File: src/rtl/pipeline_hazard_ctrl.sv
// Pipeline hazard controller: resolves freeze/flush/stall/run by strict priority,
// keeps saturating performance counters and a sticky memory-timeout flag.
module pipeline_hazard_ctrl #(
   parameter int unsigned CNT_W   = 16,
   parameter int unsigned TIMEOUT = 256
) (
   input  logic             CLK,
   input  logic             RESET,
   input  logic             IMEM_BUSY,
   input  logic             DMEM_BUSY,
   input  logic             BRANCH_TAKEN,
   input  logic             EX_MEMREAD,
   input  logic [4:0]       EX_RD,
   input  logic [4:0]       ID_RS1,
   input  logic [4:0]       ID_RS2,
   input  logic             ID_USES_RS1,
   input  logic             ID_USES_RS2,
   output logic             BUSY_WAIT,
   output logic             PC_WRITE,
   output logic             STALL_IF_ID,
   output logic             BUBBLE_ID_EX,
   output logic             FLUSH_IF_ID,
   output logic             FLUSH_ID_EX,
   output logic [1:0]       STATE,
   output logic [CNT_W-1:0] STALL_COUNT,
   output logic [CNT_W-1:0] FLUSH_COUNT,
   output logic [CNT_W-1:0] FREEZE_COUNT,
   output logic             MEM_TIMEOUT
);

   typedef enum logic [1:0] {
      ST_RUN    = 2'd0,
      ST_STALL  = 2'd1,
      ST_FLUSH  = 2'd2,
      ST_FREEZE = 2'd3
   } state_e;

   localparam int unsigned        RUN_W   = $clog2(TIMEOUT + 1);
   localparam logic [RUN_W-1:0]   RUN_MAX = RUN_W'(TIMEOUT);
   localparam logic [RUN_W-1:0]   RUN_TM1 = RUN_W'(TIMEOUT - 1);
   localparam logic [RUN_W-1:0]   RUN_ONE = RUN_W'(1);
   localparam logic [CNT_W-1:0]   CNT_ONE = CNT_W'(1);

   state_e             cls, state_q;
   logic               load_use;
   logic               flush_pend_q, flush_pend_d;
   logic [RUN_W-1:0]   run_q, run_d;
   logic               timeout_q, timeout_d;
   logic [CNT_W-1:0]   stall_cnt_q, stall_cnt_d;
   logic [CNT_W-1:0]   flush_cnt_q, flush_cnt_d;
   logic [CNT_W-1:0]   freeze_cnt_q, freeze_cnt_d;

   always_comb begin
      load_use = EX_MEMREAD && (EX_RD != 5'd0) &&
                 ((ID_USES_RS1 && (ID_RS1 == EX_RD)) ||
                  (ID_USES_RS2 && (ID_RS2 == EX_RD)));
      if (IMEM_BUSY || DMEM_BUSY)
         cls = ST_FREEZE;
      else if (BRANCH_TAKEN || flush_pend_q)
         cls = ST_FLUSH;
      else if (load_use)
         cls = ST_STALL;
      else
         cls = ST_RUN;
   end

   always_comb begin
      BUSY_WAIT    = 1'b0;
      PC_WRITE     = 1'b0;
      STALL_IF_ID  = 1'b0;
      BUBBLE_ID_EX = 1'b0;
      FLUSH_IF_ID  = 1'b0;
      FLUSH_ID_EX  = 1'b0;
      if (!RESET) begin
         // Held in reset the pipeline registers are forced to NOP.
         FLUSH_IF_ID = 1'b1;
         FLUSH_ID_EX = 1'b1;
      end else begin
         unique case (cls)
            ST_FREEZE: begin
               BUSY_WAIT   = 1'b1;
               STALL_IF_ID = 1'b1;
            end
            ST_FLUSH: begin
               FLUSH_IF_ID = 1'b1;
               FLUSH_ID_EX = 1'b1;
               PC_WRITE    = 1'b1;
            end
            ST_STALL: begin
               STALL_IF_ID  = 1'b1;
               BUBBLE_ID_EX = 1'b1;
            end
            default: PC_WRITE = 1'b1;
         endcase
      end
   end

   always_comb begin
      flush_pend_d = 1'b0;
      run_d        = '0;
      timeout_d    = timeout_q;
      stall_cnt_d  = stall_cnt_q;
      flush_cnt_d  = flush_cnt_q;
      freeze_cnt_d = freeze_cnt_q;
      unique case (cls)
         ST_FREEZE: begin
            // A branch resolved while frozen is remembered until the freeze ends.
            flush_pend_d = flush_pend_q || BRANCH_TAKEN;
            run_d        = (run_q == RUN_MAX) ? run_q : run_q + RUN_ONE;
            timeout_d    = timeout_q || (run_q >= RUN_TM1);
            if (freeze_cnt_q != '1) freeze_cnt_d = freeze_cnt_q + CNT_ONE;
         end
         ST_FLUSH: begin
            if (flush_cnt_q != '1) flush_cnt_d = flush_cnt_q + CNT_ONE;
         end
         ST_STALL: begin
            if (stall_cnt_q != '1) stall_cnt_d = stall_cnt_q + CNT_ONE;
         end
         default: ;
      endcase
   end

   always_ff @(posedge CLK or negedge RESET) begin
      if (!RESET) begin
         state_q      <= ST_RUN;
         flush_pend_q <= 1'b0;
         run_q        <= '0;
         timeout_q    <= 1'b0;
         stall_cnt_q  <= '0;
         flush_cnt_q  <= '0;
         freeze_cnt_q <= '0;
      end else begin
         state_q      <= cls;
         flush_pend_q <= flush_pend_d;
         run_q        <= run_d;
         timeout_q    <= timeout_d;
         stall_cnt_q  <= stall_cnt_d;
         flush_cnt_q  <= flush_cnt_d;
         freeze_cnt_q <= freeze_cnt_d;
      end
   end

   assign STATE        = state_q;
   assign STALL_COUNT  = stall_cnt_q;
   assign FLUSH_COUNT  = flush_cnt_q;
   assign FREEZE_COUNT = freeze_cnt_q;
   assign MEM_TIMEOUT  = timeout_q;

endmodule

File: config.mk
export PLATFORM = sky130hd
export DESIGN_NAME = pipeline_hazard_ctrl
export DESIGN_NICKNAME = d
export VERILOG_FILES = /design/src/rtl/pipeline_hazard_ctrl.sv
export SDC_FILE = /design/constraint.sdc
export NUM_CORES = 1
export LEC_CHECK = 0
export BUFFER_PORTS_ARGS = -buffer_cell sky130_fd_sc_hd__buf_2
export CORE_AREA = 2 2 106 108
export DETAILED_ROUTE_END_ITERATION = 10
export DIE_AREA = 0 0 108 110
export PLACE_DENSITY_LB_ADDON = 0.3
export SLEW_MARGIN = 15
export SYNTH_ARGS = -nofsm -noshare
export SYNTH_HDL_FRONTEND = slang
export SYNTH_SLANG_ARGS = --single-unit
File: constraint.sdc
create_clock -name CLK -period 1.9 [get_ports CLK]
set_input_delay 0.285 -clock CLK [delete_from_list [all_inputs] [get_ports CLK]]
set_output_delay 0.285 -clock CLK [all_outputs]
set_load 0.01 [all_outputs]
# Word level (Yosys, flattened, before mapping)
# Cells that the tools add are included.
totals:
  ff_bits: 61
  inputBits: 23
  output_inout_bits: 57
op_classes:
  addsub: 4
  magnitude_cmp: 1
  n_eq_ne: 10
  mux: 16
  reduce_logical: 13
ops:
  columns: ["operator", "count"]
  rows:
  - ["16-bit by 1-bit adder with 16-bit output (second input constant)", 3]
  - ["16-bit inequality test (second input constant)", 3]
  - ["9-bit 2-to-1 mux", 2]
  - ["1-bit 2-to-1 mux", 12]
  - ["5-bit == test", 2]
  - ["9-bit by 1-bit adder with 9-bit output (second input constant)", 1]
  - ["9-bit == test (second input constant)", 1]
  - ["9-bit by 8-bit greater-or-equal comparator with 1-bit output (second input constant)", 1]
  - ["2-bit AND reduction", 3]
  - ["5-bit nonzero test", 1]
  - ["2-bit == test (second input constant)", 2]
  - ["1-bit logical AND", 4]
  - ["1-bit logical OR", 4]
  - ["2-bit 2-to-1 mux", 2]
  - ["2-bit by 1-bit == test with 1-bit output (second input constant)", 1]
  - ["2-bit inequality test (second input constant)", 1]
  - ["2-bit OR reduction", 1]

# Longest topological paths before layout
logic_depth:
  depth_word: 11
  depth_mapped: 7
  depth_no_buf: 7

# Worst setup path after synthesis
# No wires, ideal clock.
synth_path:
  kind: "reg-to-reg"
  start: "register stall_cnt_q[0] (netlist: STALL_COUNT[0])"
  end: "register stall_cnt_q[1] (netlist: STALL_COUNT[1])"
  setup_ns: 0.125
  t_arrival_ns: 1.688
  path_slack_ns: 0.087
  path_stages_with_launch: 7
  period_less_slack_ns: 1.813
  cell_sequence: "dfrtp_1 -> ha_1 -> nand4_1 -> nor4_4 -> nor2_4 -> nand2_4 -> mux2_4"
synth_via:
  elab_chain_len: 2
  word_cells_on_any_way: 3
  classes_between: "add/sub (1); eq/ne (1); reduce/logical (1)"
synth_lines:
  columns: ["element", "line", "rtl"]
  rows:
  - ["start, declared", "49", "logic [CNT_W-1:0] stall_cnt_q, stall_cnt_d;"]
  - ["start signal, assigned", "137", "stall_cnt_q <= stall_cnt_d;"]
  - ["parallel branches: the longest is 2 deep, another holds 16-bit by 1-bit adder with 16-bit output", null, null]
# Parallel ways; which one is timed is not known.
# A chain may end at the register's enable or synchronous reset.

# Final worst setup path
layout_path:
  start: "input port EX_RD[1]"
  end: "output port STALL_IF_ID"
layout_via:
  elab_chain_len: 11
  word_cells_on_any_way: 16
  classes_between: "eq/ne (4); mux (5); reduce/logical (7)"
layout_lines:
  columns: ["element", "line", "rtl"]
  rows:
  - ["start, declared", "13", "input logic [4:0] EX_RD,"]
  - ["5-bit == test, on equally long branches", "55, 56", null]
  - ["1-bit logical AND, on equally long branches", "55, 56", null]
  - ["1-bit logical OR", "55", "((ID_USES_RS1 && (ID_RS1 == EX_RD)) ||"]
  - ["1-bit logical AND *", "54", "load_use = EX_MEMREAD && (EX_RD != 5'd0) &&"]
  - ["1-bit 2-to-1 mux *", "61", "else if (load_use)"]
  - ["2-bit 2-to-1 mux *", "59", "else if (BRANCH_TAKEN || flush_pend_q)"]
  - ["2-bit 2-to-1 mux *", "57", "if (IMEM_BUSY || DMEM_BUSY)"]
  - ["via cls[0]", "44", "state_e cls, state_q;"]
  - ["2-bit by 1-bit == test with 1-bit output / 2-bit == test (equally long branches)", "79", "unique case (cls)"]
  - ["2-bit OR reduction (no line) *", null, null]
  - ["1-bit 2-to-1 mux *", "79", null]
  - ["1-bit 2-to-1 mux *", "74", "if (!RESET) begin"]
  - ["end, declared", "20", "output logic STALL_IF_ID,"]
# The timed path passes the listed nets; every way through them passes the cells marked *.

==> metrics.md <==
| Metric | Value |
|---|---|
| Status | finished, violations left |
| Failing checks | setup timing |
| Crit. End Element | primary output |
| Finished Layout Cells | ~550 |
| CP Data Required Time | 1.62 ns |
| CP Launch Type | input port |
| Starting density of the core | 29.35% |
| Worst r2r path cells | 6 |
| Overflow left after global routing | 0 |
| Hold path startpoint | BRANCH_TAKEN |
| Largest net degree at the start of global routing | 31 |
| Wire per inst | between 10 and 15 um |
| Post-CTS Setup Bufs | 0 |
| GRT Util Overall | 13.69% |
| Syn-to-layout area delta | 30.01% |
| Final HPWL DP | 5496 um |
| Port bufs | 79 |
| Max transition margin | a little under three quarters |
| Pleak | 0.001987 uW |
| Unique cell type count in the Yosys netlist | 47 |
| Clk root buf | clkbuf_8 |
| R2R Path Start | STALL_COUNT[0] |
| R2R Setup Slk | 0.10 ns |
| Worst-path clk slew | 0.07 ns |
| Placed inst area | 3844 um^2 |
| Core area | 10700 um^2 |
| Setup TNS | -0.008802 ns |
| Fill count | about 1100 |
| Die ar. | 11880 um^2 |
| Final setup skew | 0.008645 ns |
| Placed cell count | 534 |
| Worst Hold Path EP | STATE[1] |
| Initial antenna violation count | 0 |
| Fin. Hold Viols | 0 |
| Number of vias per cell | 4.635 |
| Clock Sinks | 61 |
| EDFF count, synth | 0 |
| RSZ-0062 raised after global routing | true |
| Sequential cell area fraction in the yosys report | between 40% and 50% |
| Cell Area, Synth | 3139 um^2 |
| VDD IR max | ~0.00035 V |
| Hold Crit Class | input port to flip-flop |
| Routed WL | roughly 7300 um |
| CTS H-tree lvls | 3 |
| Reg2Reg Capture Point | STALL_COUNT[14] |
| Die width | 108 um |
| Syn nets | 327 |
| YS warnings | 0 |
| Mean Syn Cell Area | 10.53 um^2 |
| Initial DRC Count | 69 |
| Clk Latency, worst-skew pair | 0.33 ns |
| Cells after synthesis | 298 |
| Kind of critical path | input port to primary output |
| Drt drc | 0 |
| Final nets | roughly 440 |
| Post-route setup slack | -0.008802 ns |
| Fmax | 523.9 MHz |
| Yosys reg bits | 61 |
| Ant diodes | 0 |
| Rows | 38 |
| CTS Buffer Depth | 2 |
| # IOs | 80 |
| Layout cells sized above 1 | 31.87% |
| CTS tree | built |
| CTS buffer count | 9 |
| First-pass GRT wire length | 12810 um |
| Final period utilization | 100.5% |
| Power Density | 916.6 nW/um^2 |
| Crit path DAT | 1.62 ns |
| Final instance area | 4081 um^2 |
| Area leader, netlist | dfrtp_1 |
| Share of the synthesized area in the top cell type | 48.62% |
| Dominant synthesized flop cell | dfrtp_1 |
| Final Power | 3741 uW |
| Die Ht | 110 um |
| Top cells by area, synth | dfrtp_1 (49%), xnor2_1 (11%), nand3_1 (4.5%), xor2_1 (3.9%), and3_1 (3.4%) |
| Via count | 2554 |
| Setup violators final | 1 |
| Vias in the first global route | approximately 2600 |
| Measured slew at the worst slew-check pin | 0.4257 ns |
| Synth async-reset ratio | 100.0% |
| Final antenna-violating net count | 0 |
| Crit path max fanout | 3 |
| First drt pass iteration count | 6 |
| Gpl congestion | 0.8241 |
| Max-cap viol count | 0 |
| Tmin final | 1.909 ns |
| Hold path depth | 3 |
| Pins Over Slew Limit | 0 |
## flip-flops by register name, indices dropped and copies added, names as in the netlist
name,flops
FLUSH_COUNT,16
FREEZE_COUNT,16
STALL_COUNT,16
run_q,9
STATE,2
MEM_TIMEOUT,1
flush_pend_q,1
## per-stage QoR
step	hold WS [ns]	util, %	setup WS, ns
6_report	0.2121	38.15	-0.008802
3_5_place_dp	0.2151	35.93	-0.08964
5_1_grt	0.2039	38.15	-0.05435
4_1_cts	0.1925	38.04	-0.01160
2_1_floorplan	-0.01059	-	0.08682
3_3_place_gp	0.2131	35.93	-0.07455
## area by class of cell
type	count	area [um^2]	share of cell area, %
timing repair buffer	101	581.8	14.26
tap	140	175.2	4.292
inverter	10	37.54	0.9197
sequential	61	1526	37.40
clock buffer	11	131.4	3.219
clock inverter	5	75.07	1.839
multi-input combinational	223	1554	38.07
## cell usage after synthesis, types with 3 or more instances
| cell type | instances |
|---|---|
| a31oi_1 | 3 |
| a21oi_1 | 6 |
| and3_1 | 17 |
| nor3b_1 | 3 |
| ha_1 | 6 |
| nand2_1 | 19 |
| nor2_1 | 28 |
| nor3_1 | 6 |
| nand3_1 | 28 |
| xnor2_1 | 40 |
| xor2_1 | 14 |
| nand4_1 | 15 |
| dfrtp_1 | 61 |
| inv_1 | 10 |
## critical path: stages
cell and delay [ns]:
buf_6 0.09, or4_4 0.54, or2_0 0.21, a41o_1 0.20, and2_1 0.15, buf_2 0.13
## layout by cell type (no fill, tap or decap), types with 3 or more instances in the layout
cell type and instances:
nand2_1 19, buf_2 76, nor3_1 6, a21oi_1 6, a31oi_1 3, inv_1 10
nor3b_1 3, nor2_1 27, and3_1 17, nand3_1 28, buf_4 20, clkinv_2 3
buf_6 3, xnor2_1 40, ha_1 6, clkbuf_8 9, nand4_1 15, xor2_1 14
dfrtp_1 61
## timing repair
item	in CTS	in global routing
resized for setup	2	3
hold buffers	1	0
hold endpoints to repair	6	0
setup endpoints to repair	2	6
pin swaps	2	2
## worst max-delay path by stage
stage | depth (start not counted) | startpoint | endpoint | slack (ns)
final | 6 | EX_RD[1] | STALL_IF_ID | -0.009
after floorplan | 6 | STALL_COUNT[0] | STALL_COUNT[1] | 0.09
after CTS | 6 | EX_RD[1] | STALL_IF_ID | -0.01
after detailed placement | 6 | EX_RD[2] | STALL_IF_ID | -0.09
after global routing | 6 | EX_RD[1] | STALL_IF_ID | -0.05
after global placement | 6 | EX_RD[2] | STALL_IF_ID | -0.07
## logic make-up after synthesis
family | synth area share (%)
xor gates and xnor gates | 15.07
DFF | 48.62
adders and majority gates | 2.391
AOI/OAI and AO/OA | 4.743
and+or+nand+nor | 25.19
buffers and inverters | 1.953
muxes | 2.033
## power breakdown
group,total (uW),switching [uW],internal (uW)
clock network,1240,507,733
logic,796,416,380
registers,1710,218,1490
total,3740,1140,2600
## routing by layer
metal / GRT usage, % / routed length, um / vias to the layer above / share of wire (%)
met1: 17.96 / 3429 / 1223 / 47
li1: - / - / 1266 / -
met3: 3.704 / 385 / 11 / 5.2
met4: 4.670 / 93 / 0 / 1.3
met5: 0 / 0 / - / 0
met2: 21.92 / 3434 / 54 / 47
(Power assumes the default switching activity.)
